`src/rtl/alu_pipe.sv`:
```
// alu_pipe: XLEN-wide integer execute unit (RV32I/RV64I base ops plus the
// optional M extension) with a registered result and valid/ready handshakes.
//
// Base ops finish on the acceptance edge, so a result is available the next
// cycle. M ops run iteratively: a shift-add multiply or a restoring divide
// takes one step per cycle for XLEN cycles. A single FIX cycle then applies
// sign correction and the RISC-V special cases.
//
// Ports
//   clk, rst                 clock, synchronous active-high reset
//   in_valid / in_ready      operation handshake (accepted when both high)
//   alu_immediate_enable     1 = operand B is immediate_data
//   register_read_data_a/b   register operands
//   immediate_data           sign-extended immediate
//   operation                5-bit opcode
//   out_valid / out_ready    result handshake (taken when both high)
//   alu_out                  result
//   illegal_op               result came from an undefined opcode
//   busy                     an M op is iterating
module alu_pipe #(
  parameter int XLEN     = 32,
  parameter bit ENABLE_M = 1'b1
) (
  input  logic            clk,
  input  logic            rst,
  input  logic            in_valid,
  output logic            in_ready,
  input  logic            alu_immediate_enable,
  input  logic [XLEN-1:0] register_read_data_a,
  input  logic [XLEN-1:0] register_read_data_b,
  input  logic [XLEN-1:0] immediate_data,
  input  logic [4:0]      operation,
  output logic            out_valid,
  input  logic            out_ready,
  output logic [XLEN-1:0] alu_out,
  output logic            illegal_op,
  output logic            busy
);

  localparam int SHW = $clog2(XLEN);
  localparam logic [SHW-1:0]  LAST_STEP = SHW'(XLEN - 1);
  localparam logic [XLEN-1:0] MOST_NEG  = {1'b1, {(XLEN-1){1'b0}}};

  localparam logic [4:0] OP_ADD    = 5'd0;
  localparam logic [4:0] OP_SUB    = 5'd1;
  localparam logic [4:0] OP_SLL    = 5'd2;
  localparam logic [4:0] OP_SLT    = 5'd3;
  localparam logic [4:0] OP_SLTU   = 5'd4;
  localparam logic [4:0] OP_XOR    = 5'd5;
  localparam logic [4:0] OP_SRL    = 5'd6;
  localparam logic [4:0] OP_SRA    = 5'd7;
  localparam logic [4:0] OP_OR     = 5'd8;
  localparam logic [4:0] OP_AND    = 5'd9;
  localparam logic [4:0] OP_MUL    = 5'd16;
  localparam logic [4:0] OP_MULH   = 5'd17;
  localparam logic [4:0] OP_MULHSU = 5'd18;
  localparam logic [4:0] OP_MULHU  = 5'd19;
  localparam logic [4:0] OP_DIV    = 5'd20;
  localparam logic [4:0] OP_DIVU   = 5'd21;
  localparam logic [4:0] OP_REM    = 5'd22;
  localparam logic [4:0] OP_REMU   = 5'd23;

  typedef enum logic [2:0] {
    S_IDLE,
    S_MUL,
    S_DIV,
    S_FIX,
    S_DONE
  } state_t;

  // Sign-correction helpers for the FIX cycle.
  function automatic logic [XLEN-1:0] cond_neg(input logic neg, input logic [XLEN-1:0] v);
    return neg ? -v : v;
  endfunction

  function automatic logic [2*XLEN-1:0] cond_neg_wide(input logic neg,
                                                     input logic [2*XLEN-1:0] v);
    return neg ? -v : v;
  endfunction

  // Control state (reset)
  state_t            state_q, state_d;
  logic              out_valid_q, out_valid_d;
  logic [XLEN-1:0]   alu_out_q, alu_out_d;
  logic              illegal_q, illegal_d;

  // Iteration datapath (no reset; only meaningful while an M op runs)
  logic [4:0]        op_q, op_d;
  logic [XLEN-1:0]   a_mag_q, a_mag_d;
  logic [XLEN-1:0]   b_mag_q, b_mag_d;
  logic [XLEN-1:0]   a_raw_q, a_raw_d;
  logic              neg_res_q, neg_res_d;
  logic              neg_rem_q, neg_rem_d;
  logic              div_zero_q, div_zero_d;
  logic              div_ovf_q, div_ovf_d;
  logic [SHW-1:0]    count_q, count_d;
  logic [2*XLEN-1:0] prod_q, prod_d;
  logic [XLEN-1:0]   rem_q, rem_d;
  logic [XLEN-1:0]   quo_q, quo_d;

  // Operand selection and acceptance
  logic [XLEN-1:0]   op_a, op_b;
  logic [SHW-1:0]    shamt;
  logic              accept, is_m_op;
  logic              a_sgn, b_sgn, neg_a, neg_b;

  assign op_a    = register_read_data_a;
  assign op_b    = alu_immediate_enable ? immediate_data : register_read_data_b;
  assign shamt   = op_b[SHW-1:0];
  assign in_ready = (state_q == S_IDLE) && (!out_valid_q || out_ready);
  assign accept  = in_valid && in_ready;
  assign is_m_op = ENABLE_M && (operation[4:3] == 2'b10);

  // Which operands of an M op are interpreted as signed.
  assign a_sgn = operation inside {OP_MULH, OP_MULHSU, OP_DIV, OP_REM};
  assign b_sgn = operation inside {OP_MULH, OP_DIV, OP_REM};
  assign neg_a = a_sgn && op_a[XLEN-1];
  assign neg_b = b_sgn && op_b[XLEN-1];

  // Single-cycle base ops
  logic [XLEN-1:0] base_res;
  logic            base_ill;

  always_comb begin
    base_res = '0;
    base_ill = 1'b0;
    case (operation)
      OP_ADD:  base_res = op_a + op_b;
      OP_SUB:  base_res = op_a - op_b;
      OP_SLL:  base_res = op_a << shamt;
      OP_SLT:  base_res = {{(XLEN-1){1'b0}}, ($signed(op_a) < $signed(op_b))};
      OP_SLTU: base_res = {{(XLEN-1){1'b0}}, (op_a < op_b)};
      OP_XOR:  base_res = op_a ^ op_b;
      OP_SRL:  base_res = op_a >> shamt;
      OP_SRA:  base_res = $signed(op_a) >>> shamt;
      OP_OR:   base_res = op_a | op_b;
      OP_AND:  base_res = op_a & op_b;
      default: base_ill = 1'b1;
    endcase
  end

  // One iteration step of each engine
  logic [XLEN-1:0] mul_addend;
  logic [XLEN:0]   mul_sum;
  logic [XLEN:0]   div_shift;
  logic [XLEN:0]   div_diff;

  // Shift-add: add the multiplicand into the upper half when the current
  // multiplier bit (LSB) is set, then shift the whole product right.
  assign mul_addend = prod_q[0] ? a_mag_q : {XLEN{1'b0}};
  assign mul_sum    = {1'b0, prod_q[2*XLEN-1:XLEN]} + {1'b0, mul_addend};

  // Restoring divide: bring in the next dividend bit and keep the
  // subtraction only when it did not borrow.
  assign div_shift = {rem_q, quo_q[XLEN-1]};
  assign div_diff  = div_shift - {1'b0, b_mag_q};

  // Final result for the FIX cycle
  logic [2*XLEN-1:0] prod_signed;
  logic [XLEN-1:0]   fix_res;

  assign prod_signed = cond_neg_wide(neg_res_q, prod_q);

  always_comb begin
    fix_res = '0;
    case (op_q)
      OP_MUL:                        fix_res = prod_signed[XLEN-1:0];
      OP_MULH, OP_MULHSU, OP_MULHU:  fix_res = prod_signed[2*XLEN-1:XLEN];
      OP_DIV, OP_DIVU: begin
        if (div_zero_q)     fix_res = '1;
        else if (div_ovf_q) fix_res = a_raw_q;
        else                fix_res = cond_neg(neg_res_q, quo_q);
      end
      default: begin
        if (div_zero_q)     fix_res = a_raw_q;
        else if (div_ovf_q) fix_res = '0;
        else                fix_res = cond_neg(neg_rem_q, rem_q);
      end
    endcase
  end

  // Next-state logic
  always_comb begin
    state_d     = state_q;
    out_valid_d = out_valid_q;
    alu_out_d   = alu_out_q;
    illegal_d   = illegal_q;
    op_d        = op_q;
    a_mag_d     = a_mag_q;
    b_mag_d     = b_mag_q;
    a_raw_d     = a_raw_q;
    neg_res_d   = neg_res_q;
    neg_rem_d   = neg_rem_q;
    div_zero_d  = div_zero_q;
    div_ovf_d   = div_ovf_q;
    count_d     = count_q;
    prod_d      = prod_q;
    rem_d       = rem_q;
    quo_d       = quo_q;

    case (state_q)
      S_IDLE: begin
        // A held result leaves when the consumer takes it; a new base op
        // accepted on the same edge overwrites it immediately.
        if (out_valid_q && out_ready) out_valid_d = 1'b0;
        if (accept) begin
          if (is_m_op) begin
            op_d       = operation;
            a_raw_d    = op_a;
            a_mag_d    = cond_neg(neg_a, op_a);
            b_mag_d    = cond_neg(neg_b, op_b);
            neg_res_d  = neg_a ^ neg_b;
            neg_rem_d  = neg_a;
            div_zero_d = (op_b == '0);
            div_ovf_d  = (operation inside {OP_DIV, OP_REM}) &&
                         (op_a == MOST_NEG) && (&op_b);
            count_d    = '0;
            prod_d     = {{XLEN{1'b0}}, b_mag_d};
            rem_d      = '0;
            quo_d      = a_mag_d;
            state_d    = operation[2] ? S_DIV : S_MUL;
          end else begin
            out_valid_d = 1'b1;
            alu_out_d   = base_ill ? '0 : base_res;
            illegal_d   = base_ill;
          end
        end
      end

      S_MUL: begin
        prod_d  = {mul_sum, prod_q[XLEN-1:1]};
        count_d = count_q + SHW'(1);
        if (count_q == LAST_STEP) state_d = S_FIX;
      end

      S_DIV: begin
        if (!div_diff[XLEN]) begin
          rem_d = div_diff[XLEN-1:0];
          quo_d = {quo_q[XLEN-2:0], 1'b1};
        end else begin
          rem_d = div_shift[XLEN-1:0];
          quo_d = {quo_q[XLEN-2:0], 1'b0};
        end
        count_d = count_q + SHW'(1);
        if (count_q == LAST_STEP) state_d = S_FIX;
      end

      S_FIX: begin
        alu_out_d   = fix_res;
        illegal_d   = 1'b0;
        out_valid_d = 1'b1;
        state_d     = S_DONE;
      end

      S_DONE: begin
        if (out_ready) begin
          out_valid_d = 1'b0;
          state_d     = S_IDLE;
        end
      end

      default: state_d = S_IDLE;
    endcase
  end

  // Control registers
  always_ff @(posedge clk) begin
    if (rst) begin
      state_q     <= S_IDLE;
      out_valid_q <= 1'b0;
      alu_out_q   <= '0;
      illegal_q   <= 1'b0;
    end else begin
      state_q     <= state_d;
      out_valid_q <= out_valid_d;
      alu_out_q   <= alu_out_d;
      illegal_q   <= illegal_d;
    end
  end

  // Iteration datapath registers
  always_ff @(posedge clk) begin
    op_q       <= op_d;
    a_mag_q    <= a_mag_d;
    b_mag_q    <= b_mag_d;
    a_raw_q    <= a_raw_d;
    neg_res_q  <= neg_res_d;
    neg_rem_q  <= neg_rem_d;
    div_zero_q <= div_zero_d;
    div_ovf_q  <= div_ovf_d;
    count_q    <= count_d;
    prod_q     <= prod_d;
    rem_q      <= rem_d;
    quo_q      <= quo_d;
  end

  assign out_valid  = out_valid_q;
  assign alu_out    = alu_out_q;
  assign illegal_op = illegal_q;
  assign busy       = (state_q == S_MUL) || (state_q == S_DIV) || (state_q == S_FIX);

endmodule

```
`config.mk`:
```
export PLATFORM = sky130hd
export DESIGN_NAME = alu_pipe
export DESIGN_NICKNAME = d
export VERILOG_FILES = /design/src/rtl/alu_pipe.sv
export SDC_FILE = /design/constraint.sdc
export NUM_CORES = 1
export LEC_CHECK = 0
export ABC_CLOCK_PERIOD_IN_PS = 15100
export CORE_MARGIN = 1.5
export CORE_UTILIZATION = 35
export CTS_BUF_LIST = sky130_fd_sc_hd__clkbuf_4
export DETAILED_ROUTE_END_ITERATION = 10
export GPL_TIMING_DRIVEN = 0
export SETUP_SLACK_MARGIN = 0.4
export SLEW_MARGIN = 20
export SYNTH_ARGS = -nofsm -noshare
export SYNTH_HDL_FRONTEND = slang
export SYNTH_SLANG_ARGS = --single-unit
export TNS_END_PERCENT = 100
```
`constraint.sdc`:
```
create_clock -name clk -period 15.1 [get_ports clk]
set_clock_uncertainty 0.15 [all_clocks]
set_input_delay 3.02 -clock clk [delete_from_list [all_inputs] [get_ports clk]]
set_output_delay 3.02 -clock clk [all_outputs]
set_load 0.01 [all_outputs]
```
Word level (Yosys, flattened, before mapping):

Index checks and enable logic that the tools add are counted.

* bits in registers: 275
* output and inout port bits: 36
* logic and storage cells: 146
* input port bits: 106

* reductions and logical operators: 34
* add/sub/neg operators: 10
* order comparisons: 2
* bitwise gates (word level): 4
* eq/ne operators: 31
* multiplexer cells: 46
* shifts and indexed selects: 3

Operator list (count)
* 32-bit 2-to-1 mux: 18
* 32-bit one-hot mux with 10 select lines: 1
* 64-bit 2-to-1 mux: 3
* 32-bit one-hot mux with 2 select lines: 3
* 32-bit negation: 4
* 64-bit one-hot mux with 2 select lines: 1
* 32-bit one-hot mux with 3 select lines: 1
* 32-bit < comparator: 2
* 64-bit negation: 1
* 5-bit equality test (second input constant): 11
* 32-bit by 32-bit adder with 33-bit output: 1
* 33-bit by 32-bit subtractor with 33-bit output: 1
* 32-bit adder: 1
* 32-bit bitwise AND: 1
* 32-bit equality test (second input constant): 1
* 32-bit logical NOT: 1
* 32-bit OR: 1
* 32-bit AND reduction: 1
* 32-bit by 5-bit << shifter with 32-bit output: 1
* 32-bit by 5-bit right shift with 32-bit output: 1
* 32-bit by 5-bit >>> shifter with 32-bit output: 1
* 32-bit subtractor: 1
* 32-bit bitwise XOR: 1
* 5-bit by 3-bit equality test with 1-bit output (second input constant): 4
* other kinds (33): 68

Depth between registers and ports, before layout:

Gate-level depths: netlist of run 1.

* depth after elaboration: 7
* mapped depth: 19
* depth with buffers taken out: 14

Worst setup path before layout of run 1:

Ideal clock, no wire load.

* path type: input to register
* from: input port operation[4]
* to: register prod_q[0], enable pin
* setup time: 0.584 ns
* path buffers: 1
* required time: 14.366 ns
* stages: 4
* data arrival time: 8.340 ns
* slack: 6.026 ns
* cells stage by stage: clkbuf_1 > nor2b_1 > nand3_1 > a21boi_0

* word-level cells in the longest chain between the ends: 3

RTL lines
* start: declaration: RTL line 32 `input logic [4:0] operation,`
* 2-bit equality test: RTL line 112 `assign is_m_op = ENABLE_M && (operation[4:3] == 2'b10);`
* 2-bit inequality test (no line)
* 3-bit AND reduction (no line)
* end signal: assignment: RTL line 292 `prod_q <= prod_d;`
* end: declaration: RTL line 97 `logic [2*XLEN-1:0] prod_q, prod_d;`

Every way passes these cells.
A chain may end at the register's enable or synchronous reset.

Worst setup path after layout of run 1:

* from: input port immediate_data[2]
* to: register alu_out_q[16], in the netlist alu_out[16]

* word-level cells in the longest chain between the ends: 7
* elaborated cells between the ends (all ways): 11
* classes of those cells: add/sub: 2; shift: 3; mux: 6

RTL lines
* start: declaration: RTL line 31 `input logic [XLEN-1:0] immediate_data,`
* 32-bit 2-to-1 mux (*): RTL line 108 `assign op_b = alu_immediate_enable ? immediate_data : register_read_data_b;`
* 32-bit subtractor (tied with other cells): RTL line 129 `OP_SUB: base_res = op_a - op_b;`
* 32-bit one-hot mux with 10 select lines (*): RTL line 127 `case (operation)`
* 32-bit 2-to-1 mux (*): RTL line 224 `alu_out_d = base_ill ? '0 : base_res;`
* 32-bit 2-to-1 mux (*): RTL line 207 `if (is_m_op) begin`
* 32-bit 2-to-1 mux (*): RTL line 206 `if (accept) begin`
* 32-bit one-hot mux with 2 select lines (*): RTL line 201 `case (state_q)`
* end signal: assignment: RTL line 276 `alu_out_q <= alu_out_d;`
* end: declaration: RTL line 84 `logic [XLEN-1:0] alu_out_q, alu_out_d;`

Mark *: on every way between the ends. The rest lies on a longest branch, timed or not. The select of a mux whose other input is x is not followed.

==> results.yml, run 1 <==
outcome:
  outcome: "complete, no violations"
logic_synthesis:
  synth-async-reset-ratio_pct: 0
  synth_edf_count: 237
  synth_top_area_share_pct: 24.5
  synth-seq-cells: 274
  yosysWarnings: 0
  synthFlopType: "edfxtp_1"
  synthTopCellsByCount: "nor2_1, nand2_1, a21oi_1, o21ai_0, edfxtp_1"
  synth_top_cell_by_area: "edfxtp_1"
  synth.distinct_cells: 90
  synth-seq-area-share_pct: 27.1
  avgSynthCellArea_um2: 8.28
  synthesis.nets: 3785
  synth_area_leaders: "edfxtp_1, ha_1, mux4_2"
  synth_cells: 3503
  syn-cell-area_um2: 29000
  yosysMostFrequentCell: "nor2_1"
setup_path:
  endpoint_kind: "flop"
  crit_arrival_ps: 10030
  crit_type: "input port to flop"
  path_max_fanout: 11
  cp-start-kind: "input port"
  cp.required_ps: 15600
clocking:
  cts_max_level: 3
  cts_sinks: 274
  clk_latency_ps: 900
  cts_hold_buffers: 0
  cts_made_buffers: 79
  cts-root-buf: "clkbuf_4"
  clk_path_buf_depth: 3
  cts_resized: 0
  cts.clk_slew.worst_paths_ps: 60
  cts_tree: "yes"
  postCtsSetupRepairBufs: 0
global_route:
  grt.overflow.total: 0
  grt_pass1_vias: 30000
  grt_max_degree: 55
  antenna_found_initial: 9
  grt_usage_pct: 38.2
  grt_pass1_wl_mm: 230
detailed_routing:
  drc: 0
  wl_per_cell_um: 34.4
  vias: 32000
  ant_nets: 0
  via_per_inst: 6.58
  dr.pass1.iters: 7
  drt-total-wl_mm: 168
  drt_iter0_drc: 4403
floorplanning:
  die_x_um: 291
  num_rows: 105
  core_area_um2: 82100
  die-height_um: 291
  start_util_pct: 35.3
  dieArea_um2: 84700
  ios: 142
power:
  peakVddDrop_mv: 0.0388
  p_per_area_nw_per_um2: 88.8
  leakagePower_uw: 0.0121
timing:
  slew_headroom_pct: 10.5
  finalHoldViolations: 0
  fmax_ghz: 0.105
  fin_crit_sh_pct: 63.1
  rsz0062_at_grt: "false"
  setup_violations: 0
  maxSlewViolCount: 0
  worst_pin_slew_ps: 1330
  finalSetupTns_ps: 0
  period_minus_slack_ps: 9530
hold_path:
  hp-class: "flop to flop"
job:
  drv_cap: 0
finish:
  nFillCells: 8492
  drive_gt1_share_pct: 8.57
  multi_input_area_um2: 19700
  instances_no_fill: 4866
  num-nets-final: 4017
  regArea_um2: 7860
  syn_to_final_growth_pct: 14.0
placement:
  gp_congestion: 1.08
  dpl.cell_count: 4723
  numPortBuffers: 139
  hpwl_mm: 132
-- flip-flops by register name (all words and copies together) (netlist names) --
signal	cells
a_mag_q	32
quo_q	32
div_ovf_q	1
neg_res_q	1
div_zero_q	1
out_valid	1
alu_out	32
b_mag_q	32
rem_q	32
neg_rem_q	1
prod_q	64
illegal_op	1
count_q	5
a_raw_q	31
op_q	5
state_q	3
-- critical path, stage by stage --
cell,delay [ps]
clkdlybuf4s50_1,390
mux2i_1,310
buf_2,360
buf_2,330
buf_2,300
buf_1,650
buf_1,990
ha_1,400
clkbuf_1,200
a21oi_1,280
o22ai_1,220
nor3_1,300
o21bai_1,110
a21oi_1,570
o211ai_1,290
and4_1,330
o31ai_1,660
o311ai_0,280
-- metrics by stage --
| step | utilization, % | cell area (µm²) | power (µW) | hold slack (ps) | setup WS (ps) |
|---|---|---|---|---|---|
| 3_5_place_dp | 39.0 | 32000 | 2140 | 330 | 5200 |
| 6_report | 40.3 | 33100 | 2940 | 333 | 5570 |
| 4_1_cts | 40.2 | 33000 | 2890 | 338 | 6040 |
| 3_3_place_gp | 38.7 | 31800 | 2140 | 327 | 2310 |
| 2_1_floorplan | - | 29000 | 1660 | 326 | 6030 |
| 5_1_grt | 40.3 | 33100 | 3030 | 384 | 5580 |
-- placed cells by master (no fill, tap or decap), types with 75 or more instances in the layout --
master and count:
o21ai_0 246, mux2i_1 105, xnor2_1 155, edfxtp_1 237, inv_1 170, nand2_1 326
ha_1 172, nor2_1 347, clkbuf_1 184, clkbuf_4 113, xor2_1 79, nor3_1 75
clkdlybuf4s50_1 139, a21oi_1 248
-- cells by family after synthesis --
logic type | count (synthesis) | share of synthesized area, %
adders and majority gates | 176 | 7.69
xor gates and xnor gates | 234 | 7.06
muxes | 192 | 9.36
AOI/OAI and AO/OA | 1067 | 24.5
and+or+nand+nor | 1150 | 18.8
DFF | 274 | 27.1
buffers and inverters | 410 | 5.50
-- path summary, 6_finish.rpt --
| path | start | slack [ps] | cells after the start | end |
|---|---|---|---|---|
| setup / recovery | immediate_data[2] | 5570 | 18 | alu_out[16]$_SDFFE_PP0P_ |
| hold / removal | illegal_op$_SDFFE_PP0P_ | 330 | 2 | illegal_op$_SDFFE_PP0P_ |
| setup reg to reg | prod_q[0]$_DFFE_PP_ | 9890 | 11 | alu_out[26]$_SDFFE_PP0P_ |
| hold reg to reg | illegal_op$_SDFFE_PP0P_ | 330 | 2 | illegal_op$_SDFFE_PP0P_ |
-- report_power, final --
part / internal, µW / switching, µW
clock: 379 / 371
combinational: 389 / 808
sequential: 908 / 83.0
total: 1680 / 1260
-- final cells by class --
class	count	share of cell area, %
diodes	5	0.0378
plain buffers	233	2.81
clock buffers	112	2.54
clock inverters	25	0.549
inverters	177	2.01
multi-input cells	2819	59.4
flip-flops and latches	274	23.8
well taps	1070	4.05
repair buffers	151	4.81
-- metal layers --
metal  vias to the layer above  global-route usage, %  part of all wire (%)
met5                         -                      0                 0.014
met2                      2320                   58.5                    43
met4                         4                   27.2                   8.4
met1                     15500                   47.1                    38
li1                      13600                      -                     -
met3                       574                   9.28                    11
Power figures use the tool's default switching activity.
==> inputs of run 2 (changes only) <==
Settings changed: ABC_CLOCK_PERIOD_IN_PS 15100 to 8270.
Clock period 15.1 ns to 8.27 ns, I/O delays scaled along.
==> results.yml, run 2 (same netlist as run 1, synthesis figures left out) <==
timing:
  slew_headroom_pct: 14.0
  finalHoldViolations: 0
  fin_crit_sh_pct: 94.4
  hold_ws_ps: 338
  rsz0062_at_grt: "false"
  period_minus_slack_ps: 7800
  worst_pin_slew_ps: 1250
  maxSlewViolCount: 0
  setup_violations: 0
  fmax_ghz: 0.128
setup_path:
  cp-start-kind: "input port"
  cp_slowest_stage_delay_ps: 840
  crit_arrival_ps: 8310
  crit_chain: "clkdlybuf4s50_1 -> mux2i_1 -> clkbuf_1 -> clkbuf_1 -> buf_1 -> ha_1 -> clkbuf_1 -> a21oi_1 -> o22ai_1 -> nor3_1 -> o21bai_1 -> a21oi_1 -> o211ai_1 -> and4_1 -> o31ai_1 -> o311ai_0"
  cp_top_family: "buffers and inverters"
  cp.required_ps: 8770
  slowest_stage: "buf_1"
  endpoint_kind: "flop"
  path_max_fanout: 11
  path_common_cell: "clkbuf_1"
  crit_buf_inv: 5
  crit_type: "input port to flop"
power:
  p_per_area_nw_per_um2: 162
  internal_power_uw: 3060
  p_switching_uw: 2300
  leakagePower_uw: 0.0121
  p_comb_share_pct: 40.8
  clkPwrFrac_pct: 25.5
  seq_power_share_pct: 33.8
  swShare_pct: 42.9
  peakVddDrop_mv: 0.0699
clocking:
  cts_max_level: 3
  clk_path_buf_depth: 3
  cts_hold_buffers: 0
  cts.clk_slew.worst_paths_ps: 60
  postCtsSetupRepairBufs: 0
  cts_sinks: 274
  cts-root-buf: "clkbuf_4"
  cts_made_buffers: 79
  cts_tree: "yes"
  cts_resized: 0
  clk_latency_ps: 890
floorplanning:
  die_x_um: 291
  die-height_um: 291
  ios: 142
  core_area_um2: 82100
  dieArea_um2: 84700
  num_rows: 105
  start_util_pct: 35.3
placement:
  numPortBuffers: 139
  gp_congestion: 1.08
  place_area_um2: 32000
  hpwl_mm: 132
  dpl.cell_count: 4723
global_route:
  antenna_found_initial: 9
  grt_usage_pct: 38.2
  grt_pass1_vias: 30000
  grt_max_degree: 55
  grt_pass1_wl_mm: 230
  grt.overflow.total: 0
hold_path:
  hp-class: "flop to flop"
detailed_routing:
  drt-total-wl_mm: 168
  drt_iter0_drc: 4275
  vias: 31800
  drc: 0
  dr.pass1.iters: 6
  via_per_inst: 6.54
  wl_per_cell_um: 34.4
  ant_nets: 0
job:
  drv_cap: 0
finish:
  nFillCells: 8496
  regArea_um2: 7860
  largest_reg_flops: 64
  post-route-util_pct: 40.3
  drive_gt1_share_pct: 8.60
  regMostFlops: "prod_q"
  num-nets-final: 4017
  instances_no_fill: 4865
  mostFrequentLayoutCell: "nor2_1"
  multi_input_area_um2: 19700
  syn_to_final_growth_pct: 14.0
  final_cell_area_um2: 33100
  layout_common_cells: "nor2_1, nand2_1, a21oi_1, o21ai_0, edfxtp_1"
outcome:
  outcome: "complete, no violations"
run 2: routing by layer:
layer	global-route usage, %	part of all wire (%)
met2	58.5	43
met3	9.32	11
met5	0	0.022
met1	47.1	38
met4	27.2	8.6
run 2: area by class of cell:
type | count | share of cell area [%]
antenna | 4 | 0.0303
buffer | 233 | 2.82
clock buffer | 112 | 2.54
clock inverter | 25 | 0.549
inverter | 177 | 2.01
multi-input combinational | 2819 | 59.4
sequential | 274 | 23.8
tap | 1070 | 4.05
timing repair buffer | 151 | 4.81
run 2: per-stage QoR:
step	setup slack (ps)	total power (µW)	setup TNS, ps
finish	466	5360	0
global route	545	5540	0
CTS	577	5280	0
detailed placement	-266	3910	-363
global placement	-3150	3910	-313370
floorplan	562	3030	0
run 2: power groups by stage:
stage | clock network, µW | registers, µW | logic [µW]
floorplan | 0 | 1780 | 1250
global placement | 0 | 1850 | 2060
detailed placement | 0 | 1830 | 2080
CTS | 1390 | 1800 | 2090
global route | 1450 | 1820 | 2270
finish | 1370 | 1810 | 2180
run 2: worst min-delay path: cells and delay by family, from the launching register on:
family | cells | cell delay [ps]
AOI/OAI and AO/OA | 1 | 50
and+or+nand+nor | 1 | 60
DFF | 1 | 330
run 2: path summary, 6_finish.rpt:
path,endpoint,slack [ps],start,cells past startpoint
min,illegal_op$_SDFFE_PP0P_,340,illegal_op$_SDFFE_PP0P_,2
min reg2reg,illegal_op$_SDFFE_PP0P_,340,illegal_op$_SDFFE_PP0P_,2
max,alu_out[16]$_SDFFE_PP0P_,470,immediate_data[4],16
max reg2reg,rem_q[25]$_SDFFCE_PN0P_,3140,quo_q[31]$_DFFE_PP_,12
